===== config.mk =====
export PLATFORM = sky130hd
export DESIGN_NAME = gate_chip_tester
export DESIGN_NICKNAME = d
export VERILOG_FILES = /design/src/rtl/gate_tester_pkg.sv /design/src/rtl/sense_sync.sv /design/src/rtl/gate_chip_tester.sv
export SDC_FILE = /design/constraint.sdc
export NUM_CORES = 1
export LEC_CHECK = 0
export ABC_AREA = 1
export CORE_MARGIN = 4
export CORE_UTILIZATION = 41
export CTS_BUF_LIST = sky130_fd_sc_hd__clkbuf_4 sky130_fd_sc_hd__clkbuf_8
export DETAILED_ROUTE_END_ITERATION = 8
export GPL_ROUTABILITY_DRIVEN = 0
export PLACE_DENSITY = 0.61
export SLEW_MARGIN = 5
export SYNTH_ARGS = -nofsm -noshare
export SYNTH_HDL_FRONTEND = slang
export SYNTH_SLANG_ARGS = --single-unit
export TNS_END_PERCENT = 100

===== constraint.sdc =====
create_clock -name Clk -period 3.6 [get_ports Clk]
set_clock_uncertainty 0.05 [all_clocks]
set_input_delay 0.72 -clock Clk [delete_from_list [all_inputs] [get_ports Clk]]
set_output_delay 0.72 -clock Clk [all_outputs]
set_load 0.05 [all_outputs]

===== src/rtl/gate_tester_pkg.sv =====
// Shared types and gate-function helpers for the 74xx gate-chip tester.
// Combinational helpers only, no latency.
// No flow control.
package gate_tester_pkg;

    // Widest vector the helper functions accept; the tester's MAX_INPUTS must not exceed it.
    localparam int VEC_W = 8;

    typedef enum logic [2:0] {
        FN_AND  = 3'd0,
        FN_NAND = 3'd1,
        FN_OR   = 3'd2,
        FN_NOR  = 3'd3,
        FN_XOR  = 3'd4,
        FN_XNOR = 3'd5,
        FN_BUF  = 3'd6,
        FN_INV  = 3'd7
    } gate_func_e;

    typedef enum logic [2:0] {
        ST_IDLE   = 3'd0,
        ST_APPLY  = 3'd1,
        ST_SETTLE = 3'd2,
        ST_SAMPLE = 3'd3,
        ST_DONE   = 3'd4
    } tester_state_e;

    // Level driven onto unused gate inputs so they do not disturb the result.
    function automatic logic gate_identity(gate_func_e func);
        return (func == FN_AND) || (func == FN_NAND);
    endfunction

    // Reference output of one gate for the low n bits of vec.
    function automatic logic gate_eval(gate_func_e func, logic [VEC_W-1:0] vec, int n);
        logic all_ones;
        logic any_one;
        logic parity;
        logic res;
        all_ones = 1'b1;
        any_one  = 1'b0;
        parity   = 1'b0;
        for (int i = 0; i < VEC_W; i++) begin
            if (i < n) begin
                all_ones = all_ones & vec[i];
                any_one  = any_one | vec[i];
                parity   = parity ^ vec[i];
            end
        end
        case (func)
            FN_AND:  res = all_ones;
            FN_NAND: res = ~all_ones;
            FN_OR:   res = any_one;
            FN_NOR:  res = ~any_one;
            FN_XOR:  res = parity;
            FN_XNOR: res = ~parity;
            FN_BUF:  res = vec[0];
            FN_INV:  res = ~vec[0];
            default: res = all_ones;
        endcase
        return res;
    endfunction

endpackage


===== src/rtl/sense_sync.sv =====
// Two-flop synchroniser for the asynchronous gate-output pins.
// Latency: 2 clk cycles. No flow control.
// Ports: clk, rst (async, active-high), sense (raw pins), synced (clk-domain copy).
module sense_sync #(
    parameter int WIDTH = 4
) (
    input  logic             clk,
    input  logic             rst,
    input  logic [WIDTH-1:0] sense,
    output logic [WIDTH-1:0] synced
);

    logic [WIDTH-1:0] meta;

    always_ff @(posedge clk or posedge rst) begin
        if (rst) begin
            meta   <= '0;
            synced <= '0;
        end else begin
            meta   <= sense;
            synced <= meta;
        end
    end

endmodule


===== src/rtl/gate_chip_tester.sv =====
// Exhaustive tester for single-function 74xx gate chips: sweeps all input vectors, samples, compares.
// Latency: Done pulses 2^NumInputs*(SETTLE_CYCLES+2)+1 cycles after Start; 2 cycles on bad config.
// No backpressure: Start ignored while Busy, Abort returns to IDLE in one cycle.
// Ports: Clk/Reset; Start/Abort control; Func/NumInputs/GateMask config (latched on Start);
//  SenseOut chip outputs; DrvIn/DrvEn chip input drivers; Busy/Done/Pass/ConfigErr status;
//  FailMask/FirstFailVec/FirstFailValid diagnostics.
module gate_chip_tester
    import gate_tester_pkg::*;
#(
    parameter int NUM_GATES     = 4,
    parameter int MAX_INPUTS    = 3,
    parameter int SETTLE_CYCLES = 50000
) (
    input  logic                              Clk,
    input  logic                              Reset,
    input  logic                              Start,
    input  logic                              Abort,
    input  logic [2:0]                        Func,
    input  logic [$clog2(MAX_INPUTS+1)-1:0]   NumInputs,
    input  logic [NUM_GATES-1:0]              GateMask,
    input  logic [NUM_GATES-1:0]              SenseOut,
    output logic [NUM_GATES*MAX_INPUTS-1:0]   DrvIn,
    output logic                              DrvEn,
    output logic                              Busy,
    output logic                              Done,
    output logic                              Pass,
    output logic                              ConfigErr,
    output logic [NUM_GATES-1:0]              FailMask,
    output logic [MAX_INPUTS-1:0]             FirstFailVec,
    output logic                              FirstFailValid
);

    localparam int NW = $clog2(MAX_INPUTS + 1);
    localparam int CW = $clog2(SETTLE_CYCLES + 1);

    tester_state_e          state, nstate;
    gate_func_e             func_q;
    logic [NW-1:0]          nin_q;
    logic [NUM_GATES-1:0]   mask_q;
    logic [MAX_INPUTS-1:0]  vec_q;
    logic [CW-1:0]          cnt_q;
    logic [NUM_GATES-1:0]   sense_s;
    logic                   done_q, pass_q, cfg_err_q, ffvalid_q;
    logic [NUM_GATES-1:0]   fail_q;
    logic [MAX_INPUTS-1:0]  ffv_q;

    logic                   accept, abort_act, cfg_bad, last_vec, exp_bit, drv_en;
    logic [NUM_GATES-1:0]   mism;

    sense_sync #(.WIDTH(NUM_GATES)) u_sync (
        .clk    (Clk),
        .rst    (Reset),
        .sense  (SenseOut),
        .synced (sense_s)
    );

    assign accept    = (state == ST_IDLE) && Start;
    assign abort_act = (state != ST_IDLE) && Abort;

    // Evaluated on the latched config, so it is valid from the first cycle after accept.
    assign cfg_bad = (nin_q == '0) || (int'(nin_q) > MAX_INPUTS) || (mask_q == '0) ||
                     (((func_q == FN_BUF) || (func_q == FN_INV)) && (nin_q != NW'(1)));

    assign last_vec = (int'(vec_q) == ((1 << int'(nin_q)) - 1));
    assign exp_bit  = gate_eval(func_q, VEC_W'(vec_q), int'(nin_q));
    assign mism     = (sense_s ^ {NUM_GATES{exp_bit}}) & mask_q;

    // State register
    always_ff @(posedge Clk or posedge Reset) begin
        if (Reset) state <= ST_IDLE;
        else       state <= nstate;
    end

    // Next-state logic; Abort overrides everything outside IDLE
    always_comb begin
        nstate = state;
        case (state)
            ST_IDLE:   if (Start) nstate = ST_APPLY;
            ST_APPLY:  nstate = cfg_bad ? ST_DONE : ST_SETTLE;
            ST_SETTLE: if (cnt_q == '0) nstate = ST_SAMPLE;
            ST_SAMPLE: nstate = last_vec ? ST_DONE : ST_APPLY;
            ST_DONE:   nstate = ST_IDLE;
            default:   nstate = ST_IDLE;
        endcase
        if (abort_act) nstate = ST_IDLE;
    end

    // Outputs; a bad config never enables the pin drivers
    always_comb begin
        drv_en = ((state == ST_APPLY) || (state == ST_SETTLE) || (state == ST_SAMPLE)) && !cfg_bad;
        DrvIn  = '0;
        for (int g = 0; g < NUM_GATES; g++) begin
            for (int i = 0; i < MAX_INPUTS; i++) begin
                if (drv_en)
                    DrvIn[g*MAX_INPUTS + i] = (i < int'(nin_q)) ? vec_q[i] : gate_identity(func_q);
            end
        end
        DrvEn          = drv_en;
        Busy           = (state != ST_IDLE);
        Done           = done_q;
        Pass           = pass_q;
        ConfigErr      = cfg_err_q;
        FailMask       = fail_q;
        FirstFailVec   = ffv_q;
        FirstFailValid = ffvalid_q;
    end

    // Config latch, sweep counters and result registers
    always_ff @(posedge Clk or posedge Reset) begin
        if (Reset) begin
            func_q    <= FN_AND;
            nin_q     <= '0;
            mask_q    <= '0;
            vec_q     <= '0;
            cnt_q     <= '0;
            done_q    <= 1'b0;
            pass_q    <= 1'b0;
            cfg_err_q <= 1'b0;
            fail_q    <= '0;
            ffv_q     <= '0;
            ffvalid_q <= 1'b0;
        end else begin
            done_q <= 1'b0;
            if (accept) begin
                func_q    <= gate_func_e'(Func);
                nin_q     <= NumInputs;
                mask_q    <= GateMask;
                vec_q     <= '0;
                fail_q    <= '0;
                ffvalid_q <= 1'b0;
                pass_q    <= 1'b0;
                cfg_err_q <= 1'b0;
            end else if (abort_act) begin
                pass_q <= 1'b0;
            end else begin
                case (state)
                    ST_APPLY:  cnt_q <= CW'(SETTLE_CYCLES - 1);
                    ST_SETTLE: if (cnt_q != '0) cnt_q <= cnt_q - 1'b1;
                    ST_SAMPLE: begin
                        fail_q <= fail_q | mism;
                        if ((mism != '0) && !ffvalid_q) begin
                            ffv_q     <= vec_q;
                            ffvalid_q <= 1'b1;
                        end
                        vec_q <= vec_q + 1'b1;
                    end
                    ST_DONE: begin
                        done_q    <= 1'b1;
                        pass_q    <= (fail_q == '0) && !cfg_bad;
                        cfg_err_q <= cfg_bad;
                    end
                    default: ;
                endcase
            end
        end
    end

endmodule


==> results of run 1 <==
-- layout make-up --
| class | instances | area [um^2] | area share, % |
|---|---|---|---|
| Sequential cell | 50 | 1250 | 38.5 |
| Multi-Input combinational cell | 224 | 1170 | 35.9 |
| Timing Repair Buffer | 41 | 410 | 12.6 |
| Inverter | 57 | 219 | 6.73 |
| Tap cell | 77 | 96.3 | 2.96 |
| Clock buffer | 5 | 68.8 | 2.12 |
| Clock inverter | 3 | 40.0 | 1.23 |
-- power breakdown --
part | total, mW | switching (mW) | leakage [nW] | internal [mW]
logic | 1.44 | 1.00 | 0.839 | 0.443
clock network | 0.390 | 0.185 | 0.0579 | 0.205
registers | 0.809 | 0.128 | 0.620 | 0.681
-- stage by stage --
| stage | utilization (%) | total power [mW] | worst slack (ns) | instances |
|---|---|---|---|---|
| final | 50.9 | 2.64 | 0.301 | 457 |
| after global routing | 50.9 | 2.86 | 0.0973 | 457 |
| after CTS | 50.9 | 2.66 | 0.268 | 457 |
| after detailed placement | 49.2 | 2.26 | 0.605 | 449 |
| after global placement | 49.2 | 2.25 | 0.700 | 449 |
| after floorplan | - | 1.92 | -0.0367 | 343 |
-- registers in the layout (all words and copies together), names as in the netlist, 2 cells and up --
| signal | cells |
|---|---|
| cnt_q | 16 |
| FailMask | 4 |
| nin_q | 2 |
| u_sync.synced | 4 |
| state | 3 |
| func_q | 3 |
| vec_q | 3 |
| u_sync.meta | 4 |
| mask_q | 4 |
| FirstFailVec | 3 |
-- final timing paths --
| path | end | cells past startpoint |
|---|---|---|
| worst max-delay path | DrvIn[3] | 7 |
| worst min-delay path | u_sync.synced[3] | 0 |
| worst max register to register | FirstFailVec[0] | 20 |
| worst min register to register | u_sync.synced[3] | 0 |
| max in group asynchronous | cnt_q[14] | 2 |
| min in group asynchronous | u_sync.meta[2] | 2 |
-- layer usage --
layer,routed length (um),vias to the layer above,GRT usage [%]
li1,-,1172,-
met1,2860,1045,22.0
met2,2570,42,25.3
met3,263,6,3.04
met4,63,0,4.06
met5,0,-,0
-- worst max-delay path, cell delays in order, from the launching register on --
cell and delay (ns):
dfrtp_1 0.49, inv_2 0.10, o21ai_0 0.17, nand2_1 0.12, nor3_2 0.14, inv_1 0.09, a21oi_1 0.25, clkdlybuf4s50_1 0.87
-- layout by cell type (no fill, tap or decap), drive strengths merged --
cell type	count
dfrtp	50
clkinv	2
or2	1
inv	57
clkbuf	5
a22oi	1
clkdlybuf4s50	41
nor2	40
nand4	6
o21a	6
o32ai	2
a21oi	12
o22ai	1
nor4	3
and3	1
a31oi	2
o2111ai	1
nor3	11
xor2	2
ha	7
nand3	30
o21ai	26
nand2	72
bufinv	1
-- kinds of logic after synthesis --
logic type,after synthesis,synth area share [%]
AOI/OAI and AO/OA,51,10.9
xor gates and xnor gates,2,0.646
adders and majority gates,7,3.23
buffers and inverters,69,11.1
DFF,50,46.1
and+or+nand+nor,164,28.0
==> key figures, run 1 <==
Status
  • Status: finished clean

Logic synthesis
  • Mapped Cells: 343
  • Synth top area share: 46.1%
  • Mean post-synth cell area: 7.91 um^2
  • Synth unique cells: 32
  • Ranking of synthesized cells by area: dfrtp_1 46%, nand2_1 9.4%, inv_1 7.3%, nand3_1 5.5%, nor2_1 5.0%
  • Syn Nets: 367
  • Main flop type after synthesis: dfrtp_1
  • Most common cell in the netlist: nand2_1
  • Post-synth top area cell: dfrtp_1
  • Commonest cells post-synth: 68 x nand2_1, 53 x inv_1, 50 x dfrtp_1, 36 x nor2_1, 30 x nand3_1
  • Post-synth EDFFs: 0
  • Mapped cell area: 0.00271 mm^2
  • FF+latch count, synth: 50
  • Warnings from Yosys: 0
  • Fraction of registers with async set/reset: 100%
  • Register area share after synthesis: 46.1%

Floorplanning
  • Die Y: 89.4 um
  • Core ar.: 0.00639 mm^2
  • Core Rows: 29
  • Boundary Pins: 42
  • Die X: 89.4 um
  • Starting Density: 42.5%
  • Die ar.: 0.00799 mm^2

Placement
  • Post-DP Area: 0.00314 mm^2
  • Port Buffers: 41
  • Dpl hpwl: 4350 um

STA
  • Achievable Freq: 0.303 GHz
  • Hold Vio Cnt, Final: 0
  • Slew margin rel.: 30.4%
  • Min Tclk post-route: 3.30 ns
  • Worst-margin pin slew: 1.04 ns
  • Final count of negative-setup-slack endpoints: 0
  • Crit share post-route: 91.6%
  • Hold slack: 0.304 ns
  • Setup TNS: 0 ns
  • Pins Over Slew Limit: 0
  • RSZ-0062 raised after global routing: false

Critical path
  • CP Data Required Time: 2.83 ns
  • WS Path Type: reg2out
  • Reg2reg start: nin_q[1]
  • FF-to-FF setup slack: 0.93 ns
  • Crit. End Element: output pin
  • Crit-path max FO: 9
  • Crit path DAT: 2.53 ns
  • Startpoint Class: register
  • Crit. Startpoint: nin_q[1]

Layout
  • Layout fillers: 604
  • N_diodes: 0
  • Final Instance Area: 0.00325 mm^2
  • Final nets: 403
  • Share of cells above drive strength 1: 7.11%
  • P&R area growth vs syn: 19.8%

Min path
  • HP Start: u_sync.meta[3]
  • Hold crit path type: reg2reg

GRT
  • Grt ovf: 0
  • Initial antenna violation count: 0
  • Global-route usage over all layers: 15.8%
  • First-pass GRT wire length: 9810 um
  • Largest net degree at the start of global routing: 51
  • Vias in the first global route: 2126

Clock network
  • Reg clk slew, reported paths: 0.09 ns
  • Root buffer cell: clkbuf_8
  • Cts-stage hold buffer count: 0
  • CTS Sinks: 50
  • Num CTS Buffers: 5
  • H-tree depth: 2
  • CTS tree: done
  • Clk buf depth: 2
  • Clock latency on the worst-skew pair: 0.30 ns
  • Postcts setup bufs: 0
  • CTS resizes: 0

Drt
  • WL final: 5750 um
  • Drt pass-1 iters: 4
  • Remaining DRCs: 0
  • Avg Vias per Cell: 4.96
  • WL/cell: 12.6 um
  • Via count: 2265
  • Post-route ant nets: 0
  • DRT iter0 DRCs: 116

Power
  • Pleak: 1.52 nW
  • Power density over the cells: 813 mW/mm^2
  • Max VDD drop: 0.557 mV

Flow run
  • Max-cap viol count: 0
No activity file was read; power rests on OpenSTA's default activity.
==> run 2: changes to the inputs <==
- CORE_MARGIN: 4 -> unset
- SLEW_MARGIN: 5 -> 20
==> run 2 against run 1 <==
  * Global-route usage grew 1.7 points
  * Clock-buffer cell count is the same
  * Critical path depth is the same
  * Non-clock buffer count is the same
  * Via count grew 0.35%
  * First-iteration DRC count shrank 45%
  * Flip-flop and latch count is the same
  * Combinational power is essentially flat
  * Design area grew 0.19%
  * Critical endpoint is now DrvIn[0]
==> key figures, run 2 (synthesis results as in run 1) <==
Power
  • Power density over the cells: 812 mW/mm^2 (-0.11%)
  • Comb pwr share: 54.5% (about the same)
  • Clock share of power: 15.0% (+0.2 points)
  • Pleak: 1.51 nW (-0.52%)
  • Max VDD drop: 0.547 mV (-1.8%)
  • NetSw: 1.31 mW (about the same)
  • Sw frac: 49.7% (-0.058 points)
  • Pint: 1.33 mW (+0.19%)
  • Sequential Power Share: 30.4% (-0.2 points)

Drt
  • Drt pass-1 iters: 4 (unchanged)
  • Avg Vias per Cell: 4.97 (+0.35%)
  • Post-route ant nets: 0 (unchanged)
  • DR top layer: met4
  • WL final: 5570 um (-3.2%)
  • DRT iter0 DRCs: 64 (-45%)
  • WL/cell: 12.2 um (-3.2%)
  • Remaining DRCs: 0 (unchanged)
  • Met2 routed WL: 2450 um (-4.7%)
  • WL met3: 215 um (-18%)
  • Wl on met1: 2870 um (+0.31%)
  • Via count: 2273 (+0.35%)

Clock network
  • H-tree depth: 2 (unchanged)
  • Reg clk slew, reported paths: 0.09 ns (about the same)
  • Num CTS Buffers: 5 (unchanged)
  • CTS Sinks: 50 (unchanged)
  • Postcts setup bufs: 0 (unchanged)
  • CTS tree: done
  • Clk buf depth: 2 (unchanged)
  • Clock latency on the worst-skew pair: 0.30 ns (about the same)
  • Cts-stage hold buffer count: 0 (unchanged)
  • Root buffer cell: clkbuf_8
  • CTS resizes: 0 (unchanged)

Floorplanning
  • Die Y: 83.4 um (-6.7%)
  • Starting Density: 42.5% (unchanged)
  • Die X: 83.4 um (-6.7%)
  • Boundary Pins: 42 (unchanged)
  • Core Rows: 29 (unchanged)
  • Core ar.: 0.00639 mm^2 (unchanged)
  • Die ar.: 0.00695 mm^2 (-13%)

GRT
  • Vias in the first global route: 2155 (+1.4%)
  • Initial antenna violation count: 0 (unchanged)
  • Global-route usage over all layers: 17.4% (+1.7 points)
  • Grt ovf: 0 (unchanged)
  • First-pass GRT wire length: 9850 um (+0.43%)
  • Largest net degree at the start of global routing: 51 (unchanged)

STA
  • Worst-margin pin slew: 0.855 ns (-0.188 ns)
  • Pins Over Slew Limit: 0 (unchanged)
  • RSZ-0062 raised after global routing: false
  • Final Worst Setup Slack: 0.271 ns (-0.0299 ns)
  • Setup TNS: 0 ns (unchanged)
  • Final count of negative-setup-slack endpoints: 0 (unchanged)
  • Min Tclk post-route: 3.33 ns (+0.0299 ns)
  • Achievable Freq: 0.300 GHz (-0.90%)
  • Crit share post-route: 92.5% (+0.83 points)
  • Slew margin rel.: 42.9% (+13 points)
  • Hold Vio Cnt, Final: 0 (unchanged)

Layout
  • Share of cells above drive strength 1: 7.11% (unchanged)
  • Layout fillers: 616 (+2.0%)
  • P&R area growth vs syn: 20.1%
  • Final nets: 403 (unchanged)
  • N_diodes: 0 (unchanged)
  • Most flop-heavy register: cnt_q
  • Commonest non-fill, non-tap cell in the layout: nand2_1
  • Most frequent cells in the layout: 68 x nand2_1, 52 x inv_1, 50 x dfrtp_1, 41 x clkdlybuf4s50_1, 36 x nor2_1
  • Max reg flops: 16 (unchanged)

Critical path
  • Crit path DAT: 2.56 ns (+0.03 ns)
  • Critical path's slowest cell: clkdlybuf4s50_1
  • CP Data Required Time: 2.83 ns (about the same)
  • WS Path Type: reg2out
  • Crit. End Element: output pin
  • Startpoint Class: register
  • CP max stage delay: 0.87 ns (about the same)
  • CP cell instances: inv_2 -> o21ai_0 -> nand2_1 -> nor3_2 -> inv_1 -> a21oi_1 -> clkdlybuf4s50_1
  • Crit-path max FO: 9 (unchanged)

Min path
  • Hold crit path type: reg2reg

Placement
  • Port Buffers: 41 (unchanged)
  • Dpl hpwl: 4220 um (-3.0%)
  • Dpl ws: 0.593 ns (-0.0115 ns)

Flow run
  • Max-cap viol count: 0 (unchanged)

Status
  • Status: finished clean
[run 2: critical path, delay by kind of cell (launching register included)]
kind / cells / cell delay, ns
AOI/OAI and AO/OA: 2 / 0.44
buffers and inverters: 3 / 1.06
DFF: 1 / 0.49
and+or+nand+nor: 2 / 0.26
[run 2: routing by layer]
| layer | vias to the layer above | track usage, % |
|---|---|---|
| met2 | 43 | 27.6 |
| met3 | 4 | 3.48 |
| met5 | - | 0 |
| met4 | 0 | 4.70 |
| met1 | 1059 | 24.5 |
| li1 | 1167 | - |
[run 2: final timing paths]
path	start	cells past startpoint	slack (ns)	to
max	nin_q[1]	7	0.27	DrvIn[0]
min	u_sync.meta[3]	0	0.31	u_sync.synced[3]
max reg2reg	nin_q[1]	20	0.89	FirstFailVec[0]
min reg2reg	u_sync.meta[3]	0	0.31	u_sync.synced[3]
max in group asynchronous	Reset	2	2.17	cnt_q[11]
min in group asynchronous	Reset	2	0.83	FirstFailVec[0]
[run 2: power groups by stage]
| stage | Clock, mW | Sequential [mW] | Combinational [mW] |
|---|---|---|---|
| CTS | 0.410 | 0.805 | 1.45 |
| finish | 0.398 | 0.805 | 1.44 |
| detailed placement | 0 | 0.815 | 1.45 |
| global placement | 0 | 0.816 | 1.43 |
| floorplan | 0 | 0.857 | 1.06 |
| global route | 0.431 | 0.827 | 1.60 |
[run 2: through the flow]
step | power [mW] | util, % | hold WS, ns | cell area, um^2 | cells
2_1_floorplan | 1.92 | - | 0.281 | 2720 | 343
3_3_place_gp | 2.24 | 49.2 | 0.282 | 3140 | 449
3_5_place_dp | 2.26 | 49.2 | 0.286 | 3140 | 449
4_1_cts | 2.67 | 51.0 | 0.308 | 3260 | 457
5_1_grt | 2.86 | 51.0 | 0.320 | 3260 | 457
6_report | 2.65 | 51.0 | 0.305 | 3260 | 457
[run 2: area by class of cell]
class	count	area (um^2)	area share (%)
sequential	50	1250	38.4
multi-input combinational	224	1170	35.8
clock inverter	3	45.0	1.38
timing repair buffer	41	410	12.6
inverter	57	220	6.76
clock buffer	5	68.8	2.11
tap	77	96.3	2.96
